$ cat src/rtl/boot_uart_receiver_if.sv
// Character-side bundle of the boot UART receiver: serial line in, received
// characters and line status out.
interface boot_uart_receiver_if #(
    parameter int char_width = 8
);
    logic                  rx;
    logic                  out_valid;
    logic [char_width-1:0] out_char;
    logic                  framing_error;
    logic                  busy;

    modport master (
        input  rx,
        output out_valid,
        output out_char,
        output framing_error,
        output busy
    );

    modport slave (
        output rx,
        input  out_valid,
        input  out_char,
        input  framing_error,
        input  busy
    );
endinterface

$ cat src/rtl/boot_uart_receiver.sv
// 8N1 UART receiver for the boot loader path: recovers one character per frame
// from the rx pin and presents it as a single-cycle valid pulse.
module boot_uart_receiver #(
    parameter int clk_frequency = 12_500_000,
    parameter int baud_rate     = 115200,
    parameter int char_width    = 8
) (
    input  logic                 clk,
    input  logic                 reset,
    boot_uart_receiver_if.master bus
);
    localparam int cycles_per_bit = clk_frequency / baud_rate;
    localparam int half_bit       = cycles_per_bit / 2;
    localparam int CNT_W          = $clog2(cycles_per_bit);
    localparam int IDX_W          = (char_width > 1) ? $clog2(char_width) : 1;

    localparam logic [CNT_W-1:0] HALF_LOAD = CNT_W'(half_bit - 1);
    localparam logic [CNT_W-1:0] FULL_LOAD = CNT_W'(cycles_per_bit - 1);
    localparam logic [IDX_W-1:0] LAST_IDX  = IDX_W'(char_width - 1);

    if (cycles_per_bit < 4) begin : g_rate_check
        $error("boot_uart_receiver: clk_frequency / baud_rate must be at least 4");
    end

    typedef enum logic [2:0] {
        ST_IDLE,
        ST_START,
        ST_DATA,
        ST_STOP,
        ST_BREAK
    } state_t;

    state_t                state;
    state_t                state_next;
    logic                  rx_meta;
    logic                  rx_sync;
    logic [CNT_W-1:0]      cnt;
    logic [CNT_W-1:0]      cnt_next;
    logic [IDX_W-1:0]      idx;
    logic [IDX_W-1:0]      idx_next;
    logic                  shift_en;
    logic                  valid_set;
    logic                  ferr_set;
    logic [char_width-1:0] shift_reg;

    // Two-flop synchronizer; the line idles high, so reset to 1.
    always_ff @(posedge clk) begin
        if (reset) begin
            rx_meta <= 1'b1;
            rx_sync <= 1'b1;
        end else begin
            rx_meta <= bus.rx;
            rx_sync <= rx_meta;
        end
    end

    always_ff @(posedge clk) begin
        if (reset) begin
            state <= ST_IDLE;
        end else begin
            state <= state_next;
        end
    end

    always_comb begin
        state_next = state;
        case (state)
            ST_IDLE:  if (!rx_sync) state_next = ST_START;
            ST_START: if (cnt == '0) state_next = rx_sync ? ST_IDLE : ST_DATA;
            ST_DATA:  if (cnt == '0 && idx == LAST_IDX) state_next = ST_STOP;
            ST_STOP:  if (cnt == '0) state_next = rx_sync ? ST_IDLE : ST_BREAK;
            ST_BREAK: if (rx_sync) state_next = ST_IDLE;
            default:  state_next = ST_IDLE;
        endcase
    end

    // Bit timer and datapath controls; every decision is taken when cnt hits 0.
    always_comb begin
        cnt_next  = cnt;
        idx_next  = idx;
        shift_en  = 1'b0;
        valid_set = 1'b0;
        ferr_set  = 1'b0;
        case (state)
            ST_IDLE: begin
                if (!rx_sync) cnt_next = HALF_LOAD;
            end
            ST_START: begin
                if (cnt != '0) begin
                    cnt_next = cnt - CNT_W'(1);
                end else if (!rx_sync) begin
                    cnt_next = FULL_LOAD;
                    idx_next = '0;
                end
            end
            ST_DATA: begin
                if (cnt != '0) begin
                    cnt_next = cnt - CNT_W'(1);
                end else begin
                    shift_en = 1'b1;
                    cnt_next = FULL_LOAD;
                    if (idx != LAST_IDX) idx_next = idx + IDX_W'(1);
                end
            end
            ST_STOP: begin
                if (cnt != '0) begin
                    cnt_next = cnt - CNT_W'(1);
                end else if (rx_sync) begin
                    valid_set = 1'b1;
                end else begin
                    ferr_set = 1'b1;
                end
            end
            default: begin
            end
        endcase
    end

    always_ff @(posedge clk) begin
        if (reset) begin
            cnt               <= '0;
            idx               <= '0;
            bus.out_valid     <= 1'b0;
            bus.framing_error <= 1'b0;
            bus.busy          <= 1'b0;
            bus.out_char      <= '0;
        end else begin
            cnt               <= cnt_next;
            idx               <= idx_next;
            bus.out_valid     <= valid_set;
            bus.framing_error <= ferr_set;
            bus.busy          <= (state_next != ST_IDLE);
            if (valid_set) bus.out_char <= shift_reg;
        end
    end

    // LSB arrives first, so shifting right leaves it at bit 0 after the last bit.
    always_ff @(posedge clk) begin
        if (shift_en) shift_reg <= {rx_sync, shift_reg[char_width-1:1]};
    end
endmodule

$ cat src/flat_wrapper.sv
// flat-port wrapper written by rule: the top's interface ports become plain ports
module boot_uart_receiver_flat 
#(
    parameter int clk_frequency = 12_500_000,
    parameter int baud_rate     = 115200,
    parameter int char_width    = 8
)
  (clk, reset, bus_rx, bus_out_valid, bus_out_char, bus_framing_error, bus_busy);
  boot_uart_receiver_if #(.char_width(char_width)) bus_i ();
  input  logic clk;
  input  logic reset;
  input wire logic [$bits(bus_i.rx)-1:0] bus_rx;
  output wire logic [$bits(bus_i.out_valid)-1:0] bus_out_valid;
  output wire logic [$bits(bus_i.out_char)-1:0] bus_out_char;
  output wire logic [$bits(bus_i.framing_error)-1:0] bus_framing_error;
  output wire logic [$bits(bus_i.busy)-1:0] bus_busy;
  assign bus_i.rx = bus_rx;
  assign bus_out_valid = bus_i.out_valid;
  assign bus_out_char = bus_i.out_char;
  assign bus_framing_error = bus_i.framing_error;
  assign bus_busy = bus_i.busy;
  boot_uart_receiver #(.clk_frequency(clk_frequency), .baud_rate(baud_rate), .char_width(char_width)) u_core (.clk(clk), .reset(reset), .bus(bus_i));
endmodule
$ cat config.mk
export PLATFORM = sky130hd
export DESIGN_NAME = boot_uart_receiver_flat
export DESIGN_NICKNAME = d
export VERILOG_FILES = /design/src/rtl/boot_uart_receiver_if.sv /design/src/rtl/boot_uart_receiver.sv /design/src/flat_wrapper.sv
export SDC_FILE = /design/constraint.sdc
export NUM_CORES = 1
export LEC_CHECK = 0
export CAP_MARGIN = 25
export CORE_MARGIN = 2
export CORE_UTILIZATION = 57
export DETAILED_ROUTE_END_ITERATION = 12
export PLACE_DENSITY = 0.8
export SYNTH_ARGS = -nofsm -noshare
export SYNTH_HDL_FRONTEND = slang
export SYNTH_SLANG_ARGS = --single-unit
$ cat constraint.sdc
create_clock -name clk -period 5.3 [get_ports clk]
set_input_delay 0.795 -clock clk [delete_from_list [all_inputs] [get_ports clk]]
set_output_delay 0.795 -clock clk [all_outputs]
set_load 0.01 [all_outputs]
==> flow_summary.ini, run 1 <==
[run_status]
status = completed

[clocking]
cts_buffers = 5
clk_path_buf_depth = 2
h-tree-depth = 2
insertion_delay_ns = 0.33
clk_pin_slew_worst_paths_ns = 0.10
cts_setup_buffers = 0
cts-resized-gates = 0
hold_buffers = 0
root_buffer = clkbuf_4
cts.sink_count = 34
cts_tree = yes

[logic_synthesis]
ys.flop_type = dfxtp_1
synthMuxAreaShare_pct = 2.49
synth-edff-count = 8
syn-cell-area_mm2 = 0.00166
ys_async_sr_fraction_pct = 0
synthXorXnorAreaFrac_pct = 1.06
ys_ff_latch = 34
synthSimpleGateAreaFrac_pct = 26.7
synth_nets = 177
yosys_warnings = 0
avgSynthCellArea_um2 = 9.74
synth_cell_type_count = 50
synth-adder-area-share_pct = 3.02
synth_top_family_by_area = simple AND/OR/NAND/NOR gates
seq_area_frac_synth_pct = 46.0
synthCells = 170
synth-compound-area-share_pct = 17.6

[min_path]
min_path_cells = 1
worst_hold_path_type = register to register

[timing]
finalHoldViolations = 0
clock-skew-final_ns = 0.00683
worstMarginPinSlew_ns = 1.00
finalCriticalPeriod_ns = 2.66
max_freq_mhz = 376
rsz0062_at_grt = false
hold_slack_ns = 0.427
slew_viol_final = 0
relSlewSlack_pct = 32.8
finalCritPeriodShare_pct = 50.1
finalSetupViolations = 0
tns_ns = 0

[critical_path]
critPathArrivalTime_ns = 2.92
start_kind = register
worstPathMaxFanout = 11
worst_r2r_path_depth = 4
path_buf_inv = 0
path_cells = or4_1 > nor4_2 > and2_1 > nor2b_1
cp-end-kind = register
cp_slowest_cell = nor4_2
crit_required_ns = 5.56
slowest_delay_ns = 0.88
critical_path_depth = 4
critPathTopFamily = simple AND/OR/NAND/NOR gates
worst-setup-path-type = register to register

[route]
drt_iter0_markers = 69
ant_nets = 0
avgRoutedWirePerCell_um = 16.4
via_per_inst = 6.41
routed_wl_um = 3470
drc = 0
drt_pass1_iterations = 4
vias = 1358

[finish]
synthToLayoutAreaGrowth_pct = 11.6
layout_commonest_cell = dfxtp_1
diodes = 0
layout_common_cells = dfxtp_1, nor2_1, clkdlybuf4s50_1
n_fill_cell = 235
drive_gt1_share_pct = 8.29
final_nets = 187

[floorplan]
ios = 14
start_util_pct = 60.0
dieArea_mm2 = 0.00335
fp.dieW_um = 57.9
core_area_mm2 = 0.00276
rows = 19
die_y_um = 57.9

[placed_design]
portBuffers = 13
dp_hpwl_um = 2260
routabilityCongestion = 0.836

[power_and_ir_drop]
pwr_density_cell_mw_per_mm2 = 294
leakage_nw = 0.663
ir_drop_v = 0.000223

[global_routing]
grt_max_degree = 32
grt_use_total_pct = 22.0
globalRoute.totalOverflow = 0
antenna_found_initial = 0
grt_pass1_vias = 1221
grt_pass1_wl_um = 5640

[flow_run]
drv_cap = 0
[power by group]
| group | internal (W) | switching, W | leakage, nW |
|---|---|---|---|
| Combinational | 0.0000422 | 0.0000645 | 0.346 |
| Sequential | 0.000273 | 0.0000133 | 0.283 |
| Clock | 0.0000637 | 0.0000868 | 0.0343 |
| Total | 0.000379 | 0.000165 | 0.663 |
[cell families (layout without fill, tap and decap cells)]
kind of cell | count (synthesis) | after routing
buf+inv | 13 | 24
xor+xnor | 2 | 2
mux | 4 | 4
fa+ha+maj | 4 | 4
compound gates | 41 | 41
simple gates | 72 | 72
flops | 34 | 34
[synth_stat cells, types with 2 or more instances]
cell,number,share of area [%]
nand2b_1,12,4.5
and2_1,3,1.1
mux2i_1,3,1.8
nand4b_1,9,4.8
dfxtp_1,26,31
nand2_1,6,1.4
and3_1,4,1.5
a31oi_1,3,1.1
nor3b_1,2,0.91
a21oi_1,6,1.8
o21ai_0,4,1.2
nor2_1,13,2.9
clkbuf_1,7,1.6
or2_2,2,0.76
o21ai_1,9,2.7
nor3_1,6,1.8
nor4_2,2,1.5
a21o_1,2,0.91
o211ai_1,2,0.91
ha_1,4,3.0
edfxtp_1,8,15
nor2b_1,3,1.1
inv_1,3,0.68
buf_2,3,0.91
nor4_1,2,0.76
o21a_1,2,0.91
[path summary, 6_finish.rpt]
path | start | to | slack [ns]
worst max register to register | u_core.cnt[2] | u_core.bus.out_valid | 2.64
worst min-delay path | u_core.rx_meta | u_core.rx_sync | 0.43
worst max-delay path | u_core.cnt[2] | u_core.bus.out_valid | 2.64
worst min register to register | u_core.rx_meta | u_core.rx_sync | 0.43
[stage by stage]
stage | util [%] | worst slack (ns) | cell area [um2] | std cells | total power (W)
6_report | 67.0 | 2.64 | 1850 | 212 | 0.000543
5_1_grt | 67.0 | 2.48 | 1850 | 212 | 0.000571
4_1_cts | 67.0 | 2.69 | 1850 | 212 | 0.000541
3_5_place_dp | 64.7 | 2.66 | 1780 | 204 | 0.000394
3_3_place_gp | 64.7 | 2.72 | 1780 | 204 | 0.000390
2_1_floorplan | - | 3.39 | 1660 | 170 | 0.000372
[layer usage]
metal  wire, um  GRT usage [%]
met3        298           5.80
met4         61           8.97
met5          0              0
met1       1480           29.8
met2       1630           33.4
[layout make-up]
type | instances | area, um2 | area share (%)
flip-flops and latches | 34 | 761 | 41.2
inverters | 3 | 11.3 | 0.610
multi-input cells | 123 | 842 | 45.6
well taps | 31 | 38.8 | 2.10
clock buffers | 6 | 51.3 | 2.78
repair buffers | 13 | 130 | 7.05
clock inverters | 2 | 12.5 | 0.678
Power figures use the tool's default switching activity.
==> run 2, diff against run 1 <==
--- a/config.mk
+++ b/config.mk
@@ -7,9 +7,9 @@
 export LEC_CHECK = 0
 export CAP_MARGIN = 25
 export CORE_MARGIN = 2
-export CORE_UTILIZATION = 57
+export CORE_UTILIZATION = 51
 export DETAILED_ROUTE_END_ITERATION = 12
-export PLACE_DENSITY = 0.8
+export PLACE_DENSITY = 0.75
 export SYNTH_ARGS = -nofsm -noshare
 export SYNTH_HDL_FRONTEND = slang
 export SYNTH_SLANG_ARGS = --single-unit
==> constraint.sdc (replaced) <==
create_clock -name clk -period 2.1 [get_ports clk]
set_input_delay 0.315 -clock clk [delete_from_list [all_inputs] [get_ports clk]]
set_output_delay 0.315 -clock clk [all_outputs]
set_load 0.01 [all_outputs]
==> run 2 against run 1 <==
Compared with the run above:
- sequential power rose by 150%
- setup slack got worse by 2.5 ns
- count of clock-buffer cells in the layout rose by 1
- global-route usage fell by 0.25 points
- via count rose by 1.8%
- maximum frequency rose by 33%
- non-clock buffer count rose by 9
- register-to-register slack got worse by 2.5 ns
- critical path depth did not move
- sequential share of layout area fell by 2.1 points
- core utilization fell by 3.8 points
- die area rose by 11%
==> flow_summary.ini, run 2 (synthesized netlist as in run 1, its figures left out) <==
[finish]
diodes = 0
register_area_um2 = 761
fin_cells = 234
n_fill_cell = 254
synthToLayoutAreaGrowth_pct = 17.5
drive_gt1_share_pct = 12.6
final_nets = 196
multi_input_area_um2 = 846
layout_commonest_cell = dfxtp_1
layout_common_cells = dfxtp_1, nor2_1, clkdlybuf4s50_1

[timing]
max_freq_mhz = 499
finalCritPeriodShare_pct = 95.4
finalSetupViolations = 0
finalHoldViolations = 0
tns_ns = 0
finalCriticalPeriod_ns = 2.00
slew_viol_final = 0
rsz0062_at_grt = false
worstMarginPinSlew_ns = 0.617
clock-skew-final_ns = 0.0101
relSlewSlack_pct = 58.7

[power_and_ir_drop]
ir_drop_v = 0.000370
combPwrFrac_pct = 20.4
pwr_density_cell_mw_per_mm2 = 759
leakage_nw = 0.719
pwr-share-clk_pct = 31.5
seq_power_share_pct = 48.1
swShare_pct = 28.1
internal_power_w = 0.00106
p_switching_w = 0.000415

[global_routing]
grtUsageMet1_pct = 28.5
globalRoute.totalOverflow = 0
grt.met2_usage_pct = 33.0
gr-usage-met3_pct = 5.76
grt_pass1_wl_um = 5890
grt_use_total_pct = 21.7
antenna_found_initial = 0
grt_max_degree = 23
top_usage_layer = met2
grt_pass1_vias = 1322

[critical_path]
critPathArrivalTime_ns = 2.24
worst-setup-path-type = register to register
crit_required_ns = 2.34
slowest_delay_ns = 0.69
worst_r2r_path_depth = 4
cp_slowest_cell = or4_1
worstPathMaxFanout = 6
path_cells = or4_1 > o31a_1 > or2_1 > a32o_1
start_kind = register
cp-end-kind = register

[clocking]
root_buffer = clkbuf_4
cts_buffers = 5
cts_tree = yes
hold_buffers = 0
clk_pin_slew_worst_paths_ns = 0.10
clk_path_buf_depth = 2
insertion_delay_ns = 0.33
cts.sink_count = 34
h-tree-depth = 2

[flow_run]
drv_cap = 0

[route]
drt_iter0_markers = 84
avgRoutedWirePerCell_um = 15.2
drt_pass1_iterations = 4
ant_nets = 0
drc = 0
via_per_inst = 5.91
vias = 1382
routed_wl_um = 3550

[floorplan]
start_util_pct = 53.8
fp.dieW_um = 61.0
core_area_mm2 = 0.00308
rows = 20
ios = 14
die_y_um = 61.0
dieArea_mm2 = 0.00372

[placed_design]
routabilityCongestion = 1.00
dp_cells = 226
portBuffers = 13
dp_hpwl_um = 2480

[min_path]
worst_hold_path_type = register to register
min_path_cells = 1

[run_status]
status = completed
run 2: final timing paths:
check	end	slack, ns	start
hold / removal	u_core.rx_sync	0.42	u_core.rx_meta
hold reg to reg	u_core.rx_sync	0.42	u_core.rx_meta
setup / recovery	u_core.cnt[6]	0.1	u_core.cnt[3]
setup reg to reg	u_core.cnt[6]	0.1	u_core.cnt[3]
run 2: metal layers:
metal  wire, um  vias to the layer above
met3        262                       12
met2       1610                       58
met1       1600                      645
met5          0                        -
met4         76                        0
li1           -                      667
run 2: final cells by class:
class | instances | share of cell area (%)
Clock buffer | 7 | 2.32
Clock inverter | 1 | 1.54
Inverter | 3 | 0.579
Multi-Input combinational cell | 123 | 43.5
Sequential cell | 34 | 39.1
Tap cell | 44 | 2.83
Timing Repair Buffer | 22 | 10.2
run 2: worst max-delay path: cells and delay by family, from the launching register on:
kind             cells  cell delay [ns]
flip-flops           1             0.38
AO/OA/AOI/OAI        2             0.60
AND/OR/NAND/NOR      2             0.93
run 2: power by group through the flow:
| stage | Combinational [W] | Sequential (W) | Clock (W) |
|---|---|---|---|
| 2_1_floorplan | 0.000218 | 0.000722 | 0 |
| 5_1_grt | 0.000330 | 0.000714 | 0.000503 |
| 3_5_place_dp | 0.000292 | 0.000725 | 0 |
| 4_1_cts | 0.000295 | 0.000710 | 0.000474 |
| 3_3_place_gp | 0.000289 | 0.000723 | 0 |
| 6_report | 0.000301 | 0.000711 | 0.000465 |
run 2: per-stage QoR:
step | hold WS [ns] | setup WS, ns | utilization [%] | cell area, um2 | power, W
global route | 0.444 | 0.0106 | 63.2 | 1950 | 0.00155
CTS | 0.425 | 0.0509 | 63.1 | 1940 | 0.00148
finish | 0.421 | 0.0960 | 63.2 | 1950 | 0.00148
global placement | 0.393 | 0.167 | 60.7 | 1870 | 0.00101
detailed placement | 0.401 | 0.0672 | 60.7 | 1870 | 0.00102
floorplan | 0.389 | 0.188 | - | 1660 | 0.000940
run 2: timing repair:
item,in CTS,in global routing
gates resized for setup,0,2
buffers inserted,0,0
endpoints found under the hold margin,0,0
endpoints found under the setup margin,0,4
==> run 3, diff against run 2 <==
--- a/config.mk
+++ b/config.mk
@@ -6,10 +6,14 @@
 export NUM_CORES = 1
 export LEC_CHECK = 0
 export CAP_MARGIN = 25
+export CELL_PAD_IN_SITES_DETAIL_PLACEMENT = 1
+export CELL_PAD_IN_SITES_GLOBAL_PLACEMENT = 2
+export CORE_ASPECT_RATIO = 0.8
 export CORE_MARGIN = 2
-export CORE_UTILIZATION = 51
+export CORE_UTILIZATION = 35
 export DETAILED_ROUTE_END_ITERATION = 12
-export PLACE_DENSITY = 0.75
+export DONT_BUFFER_PORTS = 1
+export PLACE_DENSITY = 0.73
 export SYNTH_ARGS = -nofsm -noshare
 export SYNTH_HDL_FRONTEND = slang
 export SYNTH_SLANG_ARGS = --single-unit
==> run 3 against run 2 <==
Compared with the run above:
- routed wire length grew 22%
- clock skew shrank 0.0021 ns
- largest cell class unchanged
- critical path type unchanged
- worst hold slack lost 0.33 ns
- cell count grew 2.6%
==> flow_summary.ini, run 3 (synthesized netlist as in run 1, its figures left out) <==
[timing]
rsz0062_at_grt = false
hold_slack_ns = 0.0891
slew_viol_final = 0
max_freq_mhz = 497
worstMarginPinSlew_ns = 0.670
worst_slack_ns = 0.0863
finalHoldViolations = 0
tns_ns = 0
relSlewSlack_pct = 54.2
finalCriticalPeriod_ns = 2.01
finalSetupViolations = 0
finalCritPeriodShare_pct = 95.9
clock-skew-final_ns = 0.00799

[finish]
stdcell_area_mm2 = 0.00192
final_nets = 186
layout_common_cells = dfxtp_1, nor2_1, nand2b_1, buf_4
synthToLayoutAreaGrowth_pct = 16.3
diodes = 0
layout_commonest_cell = dfxtp_1
drive_gt1_share_pct = 17.2

[critical_path]
start_kind = register
worst-setup-path-type = register to register
cp-end-kind = register
critPathArrivalTime_ns = 2.16
crit_required_ns = 2.25
cp_slowest_cell = a2111oi_0
slowest_delay_ns = 0.64
critPathTopFamily = compound AO/OA/AOI/OAI gates
path_cells = buf_4 > nor4_2 > a21boi_0 > a2111oi_0 > nor4_1
worstPathMaxFanout = 6
path_buf_inv = 1

[power_and_ir_drop]
p_switching_w = 0.000472
ir_drop_v = 0.000394
seq_power_share_pct = 40.1
pwr-share-clk_pct = 41.4
internal_power_w = 0.00130
leakage_nw = 0.714
pwr_density_cell_mw_per_mm2 = 921
swShare_pct = 26.6
combPwrFrac_pct = 18.5

[placed_design]
place_area_mm2 = 0.00178
place_worst_setup_slack_ns = 0.0316
portBuffers = 0
routabilityCongestion = 0.766
dp_hpwl_um = 3140

[floorplan]
core_area_mm2 = 0.00457
dieArea_mm2 = 0.00530
die_y_um = 65.5
rows = 22
fp.dieW_um = 80.9
ios = 14
start_util_pct = 36.2

[route]
drc = 0
avgRoutedWirePerCell_um = 18.1
ant_nets = 0
via_per_inst = 5.54
routed_wl_um = 4340
vias = 1329
drt_pass1_iterations = 4
drt_iter0_markers = 83

[flow_run]
drv_cap = 0

[clocking]
clk_pin_slew_worst_paths_ns = 0.08
root_buffer = clkbuf_8
insertion_delay_ns = 0.29
cts_tree = yes
h-tree-depth = 2
cts_buffers = 5
cts.sink_count = 34
cts_setup_buffers = 0
clk_path_buf_depth = 2

[global_routing]
grt_pass1_vias = 1398
grt_max_degree = 32
grt_use_total_pct = 18.7
grt_pass1_wl_um = 7270
antenna_found_initial = 0
globalRoute.totalOverflow = 0

[run_status]
status = completed

[min_path]
worst_hold_path_type = primary input to register
run 3: cell count changes in the layout (fill, tap and decap cells not counted), sizes merged:
cell           previous run  this run
buf                       9        12
clkinv                    0         1
clkdlybuf4s50            13         0
bufinv                    1         2
clkbuf                    7         5
run 3: area by class of cell:
class	instances	area, um2
fillers	550	2650
multi-input cells	123	848
flip-flops and latches	34	762
repair buffers	12	90.1
well taps	60	75.1
clock buffers	5	68.8
clock inverters	3	68.8
inverters	3	11.3
run 3: metrics by stage:
stage / cells / util (%) / total power (W)
global placement: 232 / 38.9 / 0.00104
floorplan: 170 / - / 0.000940
global route: 240 / 42.1 / 0.00185
finish: 240 / 42.1 / 0.00177
CTS: 240 / 41.9 / 0.00178
detailed placement: 232 / 38.9 / 0.00105
run 3: path summary, 6_finish.rpt:
path,start,endpoint,slack (ns),cells past startpoint
max,u_core.cnt[2],u_core.cnt[2],0.09,5
min,reset,u_core.bus.out_valid,0.09,1
max reg2reg,u_core.cnt[2],u_core.cnt[2],0.09,5
min reg2reg,u_core.rx_meta,u_core.rx_sync,0.43,1
run 3: worst register-to-register path: stages, from the launching register on:
cell	delay (ns)
dfxtp_1	0.32
buf_4	0.15
nor4_2	0.40
a21boi_0	0.25
a2111oi_0	0.64
nor4_1	0.11
run 3: power by group through the flow:
stage | sequential, W | combinational, W | clock (W)
6_report | 0.000711 | 0.000328 | 0.000733
5_1_grt | 0.000715 | 0.000362 | 0.000777
4_1_cts | 0.000711 | 0.000325 | 0.000749
3_5_place_dp | 0.000725 | 0.000323 | 0
3_3_place_gp | 0.000725 | 0.000311 | 0
2_1_floorplan | 0.000722 | 0.000218 | 0
run 3: per-layer routing:
layer,track usage [%],wire length [um]
met4,5.72,44
met1,26.5,2150
met3,5.08,199
met5,0,0
met2,27.6,1950
run 3: what timing repair did:
item,CTS,global route
setup endpoints to repair,0,8
resized for setup,0,4
hold buffers,0,0
